[config.mk]
export PLATFORM = sky130hd
export DESIGN_NAME = bin2bcd4_seq
export DESIGN_NICKNAME = d
export VERILOG_FILES = /design/src/rtl/bin2bcd4_seq_pkg.sv /design/src/rtl/bin2bcd4_seq_digit_adj.sv /design/src/rtl/bin2bcd4_seq.sv
export SDC_FILE = /design/constraint.sdc
export NUM_CORES = 1
export LEC_CHECK = 0
export ABC_AREA = 1
export ABC_CLOCK_PERIOD_IN_PS = 2050
export CAP_MARGIN = 5
export CORE_ASPECT_RATIO = 1.1
export CORE_MARGIN = 4
export CORE_UTILIZATION = 30
export DETAILED_ROUTE_END_ITERATION = 8
export PLACE_DENSITY = 0.6
export SLEW_MARGIN = 15
export SYNTH_ARGS = -nofsm -noshare
export SYNTH_HDL_FRONTEND = slang
export SYNTH_SLANG_ARGS = --single-unit
export TNS_END_PERCENT = 1
[constraint.sdc]
create_clock -name clk -period 2.05 [get_ports clk]
set_clock_uncertainty 0.2 [all_clocks]
set_input_delay 0.3075 -clock clk [delete_from_list [all_inputs] [get_ports clk]]
set_output_delay 0.3075 -clock clk [all_outputs]
set_load 0.05 [all_outputs]
[src/rtl/bin2bcd4_seq_pkg.sv]
// Shared constants and state encoding for the sequential binary-to-BCD
// converter that feeds the 4-digit 7-segment multiplexer.
//   state_t  : FSM state encoding (IDLE / SHIFT / DONE)
//   MAX_VAL  : largest value the 4-digit display can show
//   DIGITS   : number of BCD digits produced
//   BCD_W    : width of the packed BCD working register
package bin2bcd4_seq_pkg;

  typedef enum logic [1:0] {
    IDLE  = 2'd0,
    SHIFT = 2'd1,
    DONE  = 2'd2
  } state_t;

  localparam int unsigned MAX_VAL = 9999;
  localparam int          DIGITS  = 4;
  localparam int          BCD_W   = 16;

endpackage

[src/rtl/bin2bcd4_seq_digit_adj.sv]
// Double-dabble correction for one BCD nibble: add 3 when the nibble is 5 or
// more, so the following left shift carries correctly into the next digit.
//   digit_in  : current BCD nibble (0..9)
//   digit_out : corrected nibble, ready to be shifted
module bcd_digit_adj (
  input  logic [3:0] digit_in,
  output logic [3:0] digit_out
);

  // Input is at most 9, so the sum is at most 12 and never wraps the nibble.
  assign digit_out = (digit_in >= 4'd5) ? digit_in + 4'd3 : digit_in;

endmodule

[src/rtl/bin2bcd4_seq.sv]
// Sequential binary-to-BCD converter (shift-and-add-3, one bit per clock).
// Results are held in output registers that only change on the edge into
// DONE, so the downstream display multiplexer never sees partial digits.
// Inputs above MAX_VAL saturate to 9999 and raise ovf.
//   clk   : system clock, rising edge
//   rst   : synchronous, active-high reset
//   start : conversion request, only looked at in IDLE
//   bin   : unsigned value, captured when start is accepted
//   busy  : high whenever the FSM is not in IDLE
//   done  : one-cycle pulse, new result valid on dig0..dig3
//   ovf   : last accepted value exceeded MAX_VAL
//   dig0..dig3 : BCD units, tens, hundreds, thousands
//
// state | meaning
// IDLE  | waiting for start; outputs hold the last result
// SHIFT | BIN_W adjust-and-shift iterations, one per clock
// DONE  | result just published; done pulses for this one cycle
module bin2bcd4_seq
  import bin2bcd4_seq_pkg::*;
#(
  parameter int BIN_W = 14
) (
  input  logic             clk,
  input  logic             rst,
  input  logic             start,
  input  logic [BIN_W-1:0] bin,
  output logic             busy,
  output logic             done,
  output logic             ovf,
  output logic [3:0]       dig0,
  output logic [3:0]       dig1,
  output logic [3:0]       dig2,
  output logic [3:0]       dig3
);

  localparam int CNT_W = (BIN_W > 1) ? $clog2(BIN_W) : 1;

  state_t             state_q, state_d;
  logic [BIN_W-1:0]   shreg_q, shreg_d;
  logic [BCD_W-1:0]   bcd_q, bcd_d;
  logic [BCD_W-1:0]   bcd_adj;
  logic [CNT_W-1:0]   cnt_q, cnt_d;
  logic               ovf_pend_q, ovf_pend_d;
  logic [BCD_W-1:0]   digits_q, digits_d;
  logic               ovf_q, ovf_d;
  logic               last_iter;
  logic               over_max;

  for (genvar g = 0; g < DIGITS; g++) begin : g_adj
    bcd_digit_adj u_adj (
      .digit_in  (bcd_q[4*g +: 4]),
      .digit_out (bcd_adj[4*g +: 4])
    );
  end

  assign last_iter = (cnt_q == CNT_W'(BIN_W - 1));
  assign over_max  = (32'(bin) > MAX_VAL);

  always_ff @(posedge clk) begin
    if (rst) begin
      state_q    <= IDLE;
      shreg_q    <= '0;
      bcd_q      <= '0;
      cnt_q      <= '0;
      ovf_pend_q <= 1'b0;
      digits_q   <= '0;
      ovf_q      <= 1'b0;
    end else begin
      state_q    <= state_d;
      shreg_q    <= shreg_d;
      bcd_q      <= bcd_d;
      cnt_q      <= cnt_d;
      ovf_pend_q <= ovf_pend_d;
      digits_q   <= digits_d;
      ovf_q      <= ovf_d;
    end
  end

  always_comb begin
    state_d    = state_q;
    shreg_d    = shreg_q;
    bcd_d      = bcd_q;
    cnt_d      = cnt_q;
    ovf_pend_d = ovf_pend_q;
    digits_d   = digits_q;
    ovf_d      = ovf_q;

    case (state_q)
      IDLE: begin
        if (start) begin
          state_d    = SHIFT;
          // MAX_VAL only fits when BIN_W is wide enough to exceed it, which
          // is also the only case where over_max can be true.
          shreg_d    = over_max ? BIN_W'(MAX_VAL) : bin;
          ovf_pend_d = over_max;
          bcd_d      = '0;
          cnt_d      = '0;
        end
      end
      SHIFT: begin
        {bcd_d, shreg_d} = {bcd_adj[BCD_W-2:0], shreg_q, 1'b0};
        cnt_d            = cnt_q + CNT_W'(1);
        if (last_iter) begin
          state_d  = DONE;
          // Publish the post-shift value directly so digits change on the
          // edge into DONE rather than one cycle later.
          digits_d = {bcd_adj[BCD_W-2:0], shreg_q[BIN_W-1]};
          ovf_d    = ovf_pend_q;
        end
      end
      DONE: begin
        state_d = IDLE;
      end
      default: begin
        state_d = IDLE;
      end
    endcase
  end

  assign busy = (state_q != IDLE);
  assign done = (state_q == DONE);
  assign ovf  = ovf_q;
  assign dig0 = digits_q[3:0];
  assign dig1 = digits_q[7:4];
  assign dig2 = digits_q[11:8];
  assign dig3 = digits_q[15:12];

endmodule
==> results of run 1 <==
==> logic make-up after synthesis <==
family	count (synthesis)
flip-flops	54
adder cells (fa/ha/maj)	10
AO/OA/AOI/OAI	66
AND/OR/NAND/NOR	172
buffers and inverters	57
XOR/XNOR	3
==> placed cells by master, fill, tap and decap left out, drive strengths merged <==
cell type | Yosys | final
nand3 | 42 | 42
nand2 | 92 | 92
clkbuf | 5 | 7
dfxtp | 54 | 54
ha | 10 | 10
nand4 | 1 | 1
buf | 10 | 12
o21ai | 20 | 20
clkdlybuf4s50 | 0 | 30
o22ai | 4 | 4
clkinv | 0 | 1
o21a | 1 | 1
o211ai | 3 | 3
or2 | 1 | 1
nor2 | 36 | 36
inv | 42 | 42
a21oi | 33 | 33
a21boi | 4 | 4
xor2 | 3 | 3
o221ai | 1 | 1
==> through the flow <==
step	hold WS (ns)	worst slack, ns	total power (uW)
3_3_place_gp	0.254	0.191	1360
6_report	0.269	0.0357	1940
4_1_cts	0.271	0.0409	1970
2_1_floorplan	0.244	0.455	1270
3_5_place_dp	0.256	0.164	1360
5_1_grt	0.290	0.0216	2040
==> registers in the layout, indices dropped and copies added (netlist names) <==
register and count:
ovf 1, cnt_q 4, bcd_q 16, digits_q 16, ovf_pend_q 1, shreg_q 14, state_q 2
==> layer usage <==
layer  global-route usage (%)  part of all wire, %  up-vias
met5                        0                    0        -
met4                     3.01                  1.0        0
met3                     2.93                  5.8        8
met2                     20.3                   43       49
met1                     16.1                   50     1029
li1                         -                    -     1230
==> final cells by class <==
type,instances,area share (%)
clock inverters,1,0.160
clock buffers,7,2.75
flip-flops and latches,54,34.5
inverters,42,5.11
well taps,111,4.43
multi-input cells,251,40.2
repair buffers,42,12.9
==> worst max-delay path by stage <==
stage                                   from                        end  slack, ns  cells past startpoint
floorplan            state_q[1]$_SDFFE_PP0P_                       done       0.46                      2
global placement       cnt_q[0]$_SDFFE_PP0P_  digits_q[12]$_SDFFE_PP0P_       0.19                      7
detailed placement                    bin[9]    ovf_pend_q$_SDFFE_PP0P_       0.16                      9
CTS                 digits_q[0]$_SDFFE_PP0P_                    dig0[0]       0.04                      1
global route        digits_q[0]$_SDFFE_PP0P_                    dig0[0]       0.02                      1
finish              digits_q[0]$_SDFFE_PP0P_                    dig0[0]       0.04                      1
==> worst register-to-register path: stages, from the launching register on <==
cell and delay [ns]:
dfxtp_1 0.41, ha_1 0.18, nand3_1 0.20, nor2_8 0.26
nand2_2 0.18, inv_2 0.18, nand3_1 0.11, nand2_1 0.06
==> where the power goes <==
group | total [uW] | internal (uW) | leakage (uW) | switching [uW]
clock | 609 | 273 | 0.0000482 | 336
sequential | 1090 | 1080 | 0.000438 | 16.6
combinational | 237 | 94.1 | 0.000806 | 143
total | 1940 | 1450 | 0.00129 | 495
==> flow_summary.ini, run 1 <==
[outcome]
status = complete, no violations

[synth]
synth_adder_area_share_pct = 4.84
ys_ff_latch = 54
synth_cells = 362
synth_top_family_by_area = simple AND/OR/NAND/NOR gates
seq_area_frac_synth_pct = 41.8
synthMostInstantiatedCell = nand2_1
yosys.area_share.simple_pct = 29.0
yosysWarnings = 0
synthesis.nets = 389
synth.area.top_cells = dfxtp_1, nand2_1, nand3_1
ys_types = 28
synth_compound_area_share_pct = 13.9
synth-edff-count = 0
yosysTopAreaCell = dfxtp_1
yosys_most_used_dff = dfxtp_1
yosys-top-cells-count = nand2_1, dfxtp_1, nand3_1
synth.avg_cell_area_um2 = 7.14
ys_async_sr_fraction_pct = 0
synthMuxAreaShare_pct = 0
synthXorXnorAreaFrac_pct = 1.02
syn_area_um2 = 2580
synth_top_area_share_pct = 41.8

[sta]
finalSetupViolCount = 0
timing.fmax_ghz = 0.496
hold_viol = 0
slew-limit-headroom_pct = 66.1
fin_crit_sh_pct = 98.3
slew_viol_final = 0
finalSetupTns_ns = 0
worst_pin_slew_ns = 0.507
layout_min_cycle_time_ns = 2.01
rsz0062_at_grt = false

[setup_path]
startpoint_type = flip-flop
r2r_setup_slack_ns = 0.22
max_stage_delay_ns = 0.82
cp_max_fo = 2
path_class = reg -> out
r2r_end = digits_q[12]$_SDFFE_PP0P_
r2r_cells = 7
r2r-start = cnt_q[0]$_SDFFE_PP0P_
cp_top_family = buffers and inverters
cp.arrival_ns = 1.51
cpMaxStageDelayCell = clkdlybuf4s50_1
worst_ep_required_time_ns = 1.54
cp-end-kind = output port
path_buf_inv = 1
path_cells = clkdlybuf4s50_1

[floorplan]
initial_utilization_pct = 30.7
num_rows = 35
core-area_um2 = 8410
num_io_pins = 36
die_area_um2 = 10200
die_y_um = 105
chipWidth_um = 96.5

[finish]
num-nets-final = 423
register_area_um2 = 1080
final_util_pct = 37.3
diodes = 0
drive_above_1_share_pct = 8.06
instances_no_fill = 508
fill_cells = 922
syn2layout_area_growth_pct = 21.3
multi_input_area_um2 = 1260
fin_area_um2 = 3130

[global_route]
grt_max_degree = 33
grt_pass1_wl_um = 10100
antenna_found_initial = 0
grt_overflow = 0
grt_pass1_vias = 2225
grt_usage_pct = 12.3

[cts]
clkTransAtPathRegs_ns = 0.10
cts_tree = built
clockRootBuffer = clkbuf_8
h-tree-depth = 2
insertion_delay_ns = 0.31
hold_buffers = 0
post_cts_buffers = 0
post_cts_resized = 0
clock_path_buffers = 2
cts.sinks = 54
cts_made_buffers = 5

[drt]
firstDrtPassIters = 4
vias = 2316
final_antenna_net_count = 0
wl_per_cell_um = 11.9
wirelength_um = 6050
vias_per_cell = 4.56
drtIter0Drc = 102
drc = 0

[place]
placedCellCount = 500
gp_congestion = 0.788
io_buffers = 35
post_dp_cell_area_um2 = 3040
dpl.hpwl_um = 4140

[hold_path]
min_to = shreg_q[2]$_SDFFE_PP0P_
min_path_type = reg -> reg
hold_start = shreg_q[2]$_SDFFE_PP0P_
min_path_cells = 2

[power_and_ir_drop]
p_per_area_nw_per_um2 = 619
irDropWorstVdd_mv = 0.293
p_leak_uw = 0.00129

[job]
cap_violations = 0
(Power assumes the default switching activity.)
==> run 2, diff against run 1 <==
Settings changed: RECOVER_POWER set to 100.
==> run 2 against run 1 <==
Net effect:
- final cell count stayed put
- fmax is essentially flat
- highest routed layer unchanged
- largest cell class unchanged
- combinational power shrank 5%
- critical path type unchanged
==> flow_summary.ini, run 2 (synthesized netlist as in run 1, its figures left out) <==
[place]
io_buffers = 35
placedCellCount = 500
gp_congestion = 0.788
post-place-ws_ns = 0.164
dpl.hpwl_um = 4140

[setup_path]
worst_ep_required_time_ns = 1.54
cp_top_family = buffers and inverters
path_class = reg -> out
cp_max_fo = 2
max_stage_delay_ns = 0.82
r2r_cells = 6
path_cells = clkdlybuf4s50_1
cp-end-kind = output port
path_buf_inv = 1
cp.arrival_ns = 1.51
cpMaxStageDelayCell = clkdlybuf4s50_1
r2r_end = cnt_q[3]$_SDFFE_PP0P_
r2r-start = state_q[0]$_SDFFE_PP0P_
r2r_setup_slack_ns = 0.19
startpoint_type = flip-flop

[cts]
cts.sinks = 54
clock_path_buffers = 2
insertion_delay_ns = 0.31
cts_tree = built
clockRootBuffer = clkbuf_8
cts_made_buffers = 5
post_cts_resized = 0
post_cts_buffers = 0
h-tree-depth = 2
clkTransAtPathRegs_ns = 0.10
hold_buffers = 0

[sta]
rsz0062_at_grt = false
timing.fmax_ghz = 0.497
slew-limit-headroom_pct = 58.4
fin_crit_sh_pct = 98.2
layout_min_cycle_time_ns = 2.01
finalSetupViolCount = 0
hold_viol = 0
slew_viol_final = 0
worst_pin_slew_ns = 0.626
worst_slack_ns = 0.0360
finalSetupTns_ns = 0

[floorplan]
chipWidth_um = 96.5
die_area_um2 = 10200
num_io_pins = 36
initial_utilization_pct = 30.7
core-area_um2 = 8410
die_y_um = 105
num_rows = 35

[finish]
instances_no_fill = 508
fill_cells = 929
multi_input_area_um2 = 1260
final_cell_mix = nand2_1, dfxtp_1, nand3_1, inv_1, nor2_1
top_regs = bcd_q: 16 flops, digits_q: 16 flops, shreg_q: 14 flops
diodes = 0
layout_commonest_cell = nand2_1
syn2layout_area_growth_pct = 19.9
register_area_um2 = 1080
num-nets-final = 423
drive_above_1_share_pct = 6.80

[global_route]
grt_max_degree = 33
grt_overflow = 0
grt_usage_pct = 12.3
grt_pass1_wl_um = 10100
antenna_found_initial = 0
grt_pass1_vias = 2225

[power_and_ir_drop]
irDropWorstVdd_mv = 0.296
p_leak_uw = 0.00127
p_per_area_nw_per_um2 = 622

[hold_path]
min_to = shreg_q[2]$_SDFFE_PP0P_
hold_start = shreg_q[2]$_SDFFE_PP0P_
min_path_type = reg -> reg
min_path_cells = 2

[drt]
wirelength_um = 6030
wl_per_cell_um = 11.9
drc = 0
vias_per_cell = 4.55
drtIter0Drc = 93
firstDrtPassIters = 4
vias = 2313
final_antenna_net_count = 0

[outcome]
status = complete, no violations

[job]
cap_violations = 0
run 2: cell types whose count changed in the layout (fill, tap and decap cells not counted), sizes merged:
cell,previous run,this run
clkbuf,7,14
clkdlybuf4s50,30,29
buf,12,5
dlygate4sd3,0,1
run 2: worst max-delay path by stage:
stage / startpoint / to / slack, ns / depth (start not counted)
2_1_floorplan: state_q[1]$_SDFFE_PP0P_ / done / 0.46 / 2
3_3_place_gp: cnt_q[0]$_SDFFE_PP0P_ / digits_q[12]$_SDFFE_PP0P_ / 0.19 / 7
3_5_place_dp: bin[9] / ovf_pend_q$_SDFFE_PP0P_ / 0.16 / 9
4_1_cts: digits_q[0]$_SDFFE_PP0P_ / dig0[0] / 0.04 / 1
5_1_grt: state_q[0]$_SDFFE_PP0P_ / shreg_q[6]$_SDFFE_PP0P_ / 0.02 / 8
6_report: digits_q[0]$_SDFFE_PP0P_ / dig0[0] / 0.04 / 1
run 2: power breakdown:
group	internal, uW	switching (uW)
combinational	82.8	141
clock	273	336
sequential	1080	16.4
total	1430	493
run 2: layout make-up:
cell class,instances,share of cell area (%)
flip-flops and latches,54,34.9
repair buffers,42,11.8
well taps,111,4.48
clock inverters,1,0.162
multi-input cells,251,40.7
inverters,42,5.17
clock buffers,7,2.79
run 2: layer usage:
metal,part of all wire [%],global-route usage [%]
met4,1.0,3.01
met2,44,20.3
met3,5.4,2.93
met1,50,16.1
met5,0,0
run 2: metrics by stage:
step	total power [uW]	instance area [um^2]	hold WS (ns)	util (%)
floorplan	1270	2580	0.244	-
global placement	1360	3040	0.254	36.2
detailed placement	1360	3040	0.256	36.2
CTS	1970	3130	0.271	37.3
global route	2030	3100	0.290	36.8
finish	1930	3100	0.270	36.8
run 2: worst min-delay path: stages, from the launching register on:
cell and delay (ns):
dfxtp_1 0.32, nand2_1 0.06, a21oi_1 0.05
==> run 3, diff against run 2 <==
Settings changed: GPL_ROUTABILITY_DRIVEN set to 0, SETUP_SLACK_MARGIN set to 0.1.
==> run 3 against run 2 <==
Net effect:
- total power is essentially flat
- highest routed layer unchanged
- flip-flop and latch count unchanged
- worst hold slack did not move
- largest cell class unchanged
- die area is the same
- final cell count stayed put
- sequential share of layout area rose by 0.085 points
- critical path depth did not move
==> flow_summary.ini, run 3 (synthesized netlist as in run 1, its figures left out) <==
[outcome]
status = complete, no violations

[sta]
slew_viol_final = 0
worst_pin_slew_ns = 0.626
finalSetupViolCount = 0
finalSetupTns_ns = 0
slew-limit-headroom_pct = 58.4
timing.fmax_ghz = 0.508
hold_viol = 0
layout_min_cycle_time_ns = 1.97
rsz0062_at_grt = true
fin_crit_sh_pct = 96.0

[cts]
hold_buffers = 0
cts_tree = built
cts_made_buffers = 5
h-tree-depth = 2
clockRootBuffer = clkbuf_8
post_cts_buffers = 0
clkTransAtPathRegs_ns = 0.09
clock_path_buffers = 2
insertion_delay_ns = 0.31
cts.sinks = 54

[setup_path]
r2r_setup_slack_ns = 0.19
cp_max_fo = 2
cp-end-kind = output port
startpoint_type = flip-flop
critPathCapture = dig1[0]
critical_path_depth = 1
path_cells = clkdlybuf4s50_1
r2r_end = cnt_q[3]$_SDFFE_PP0P_
r2r_cells = 6
r2r-start = state_q[0]$_SDFFE_PP0P_
critPathLaunch = digits_q[4]$_SDFFE_PP0P_
path_class = reg -> out
cpMaxStageDelayCell = clkdlybuf4s50_1
max_stage_delay_ns = 0.81
cp.arrival_ns = 1.46
cp_top_family = buffers and inverters
worst_ep_required_time_ns = 1.54
path_buf_inv = 1

[global_route]
grt_pass1_vias = 2225
use_met1_pct = 16.1
met2_usage_pct = 20.3
grt_use_met3_pct = 2.93
grt_overflow = 0
grt_usage_pct = 12.3
antenna_found_initial = 0
busiest_layer = met2
grt_pass1_wl_um = 10100
grt_max_degree = 33

[finish]
layout_commonest_cell = nand2_1
num-nets-final = 423
fin_area_um2 = 3090
drive_above_1_share_pct = 6.80
final_cell_mix = nand2_1, dfxtp_1, nand3_1, inv_1, nor2_1
instances_no_fill = 508
diodes = 0
top_regs = bcd_q: 16 flops, digits_q: 16 flops, shreg_q: 14 flops
syn2layout_area_growth_pct = 19.6

[power_and_ir_drop]
p_comb_share_pct = 11.6
p_per_area_nw_per_um2 = 624
power_frac_clock_pct = 31.6
p_leak_uw = 0.00127
total_power_uw = 1930
switching_share_pct = 25.6
irDropWorstVdd_mv = 0.296
p_seq_share_pct = 56.8
p_sw_uw = 493
intPower_uw = 1430

[floorplan]
die_area_um2 = 10200
initial_utilization_pct = 30.7
core-area_um2 = 8410
die_y_um = 105
num_io_pins = 36
num_rows = 35
chipWidth_um = 96.5

[place]
dpl.hpwl_um = 4140
io_buffers = 35
placedCellCount = 500
post_dp_cell_area_um2 = 3040

[drt]
wirelength_um = 6030
vias = 2313
firstDrtPassIters = 4
final_antenna_net_count = 0
vias_per_cell = 4.55
drc = 0
wl_per_cell_um = 11.9
drtIter0Drc = 92

[hold_path]
min_path_type = reg -> reg

[job]
cap_violations = 0
-- run 3: cell count changes in the layout (fill, tap and decap cells not counted) --
cell	delta
clkdlybuf4s50_1	-2
clkbuf_1	+1
dlygate4sd2_1	+1
-- run 3: area by class of cell --
cell class                 count  area [um^2]
fill                         931         5320
multi-input combinational    251         1260
sequential                    54         1080
timing repair buffer          42          358
inverter                      42          160
tap                          111          139
clock buffer                   7         86.3
clock inverter                 1         5.00
-- run 3: timing repair --
action	CTS	global route
endpoints found under the hold margin	0	0
pin swaps	0	0
resized for setup	1	1
setup endpoints to repair	14	19
-- run 3: how the worst min path moves through the flow --
| stage | end | cells past startpoint | from | slack [ns] |
|---|---|---|---|---|
| 2_1_floorplan | bcd_q[0]$_SDFFE_PP0P_ | 2 | shreg_q[13]$_SDFFE_PP0P_ | 0.24 |
| 3_3_place_gp | shreg_q[8]$_SDFFE_PP0P_ | 2 | shreg_q[8]$_SDFFE_PP0P_ | 0.25 |
| 3_5_place_dp | shreg_q[10]$_SDFFE_PP0P_ | 2 | shreg_q[10]$_SDFFE_PP0P_ | 0.26 |
| 4_1_cts | shreg_q[10]$_SDFFE_PP0P_ | 2 | shreg_q[10]$_SDFFE_PP0P_ | 0.27 |
| 5_1_grt | shreg_q[9]$_SDFFE_PP0P_ | 2 | shreg_q[9]$_SDFFE_PP0P_ | 0.29 |
| 6_report | shreg_q[2]$_SDFFE_PP0P_ | 2 | shreg_q[2]$_SDFFE_PP0P_ | 0.27 |
-- run 3: power by group through the flow --
| stage | clock, uW | sequential (uW) | combinational (uW) |
|---|---|---|---|
| after CTS | 635 | 1090 | 241 |
| after global routing | 674 | 1100 | 253 |
| after global placement | 0 | 1120 | 237 |
| final | 609 | 1090 | 224 |
| after floorplan | 0 | 1120 | 158 |
| after detailed placement | 0 | 1120 | 239 |
-- run 3: stage by stage --
stage                     util, %  worst slack (ns)  hold slack [ns]
final                        36.7            0.0823            0.270
after global routing         36.7            0.0193            0.290
after CTS                    37.3            0.0639            0.271
after detailed placement     36.2             0.164            0.256
after global placement       36.2             0.191            0.254
after floorplan                 -             0.455            0.244
-- run 3: worst min-delay path, cell delays in order (launching register included) --
cell     delay [ns]
dfxtp_1        0.32
nand2_1        0.06
a21oi_1        0.05
-- run 3: metal layers --
metal  up-vias  part of all wire [%]
met5         -                     0
met4         0                   1.0
met3         8                   5.5
met2        45                    43
met1      1029                    50
li1       1231                     -
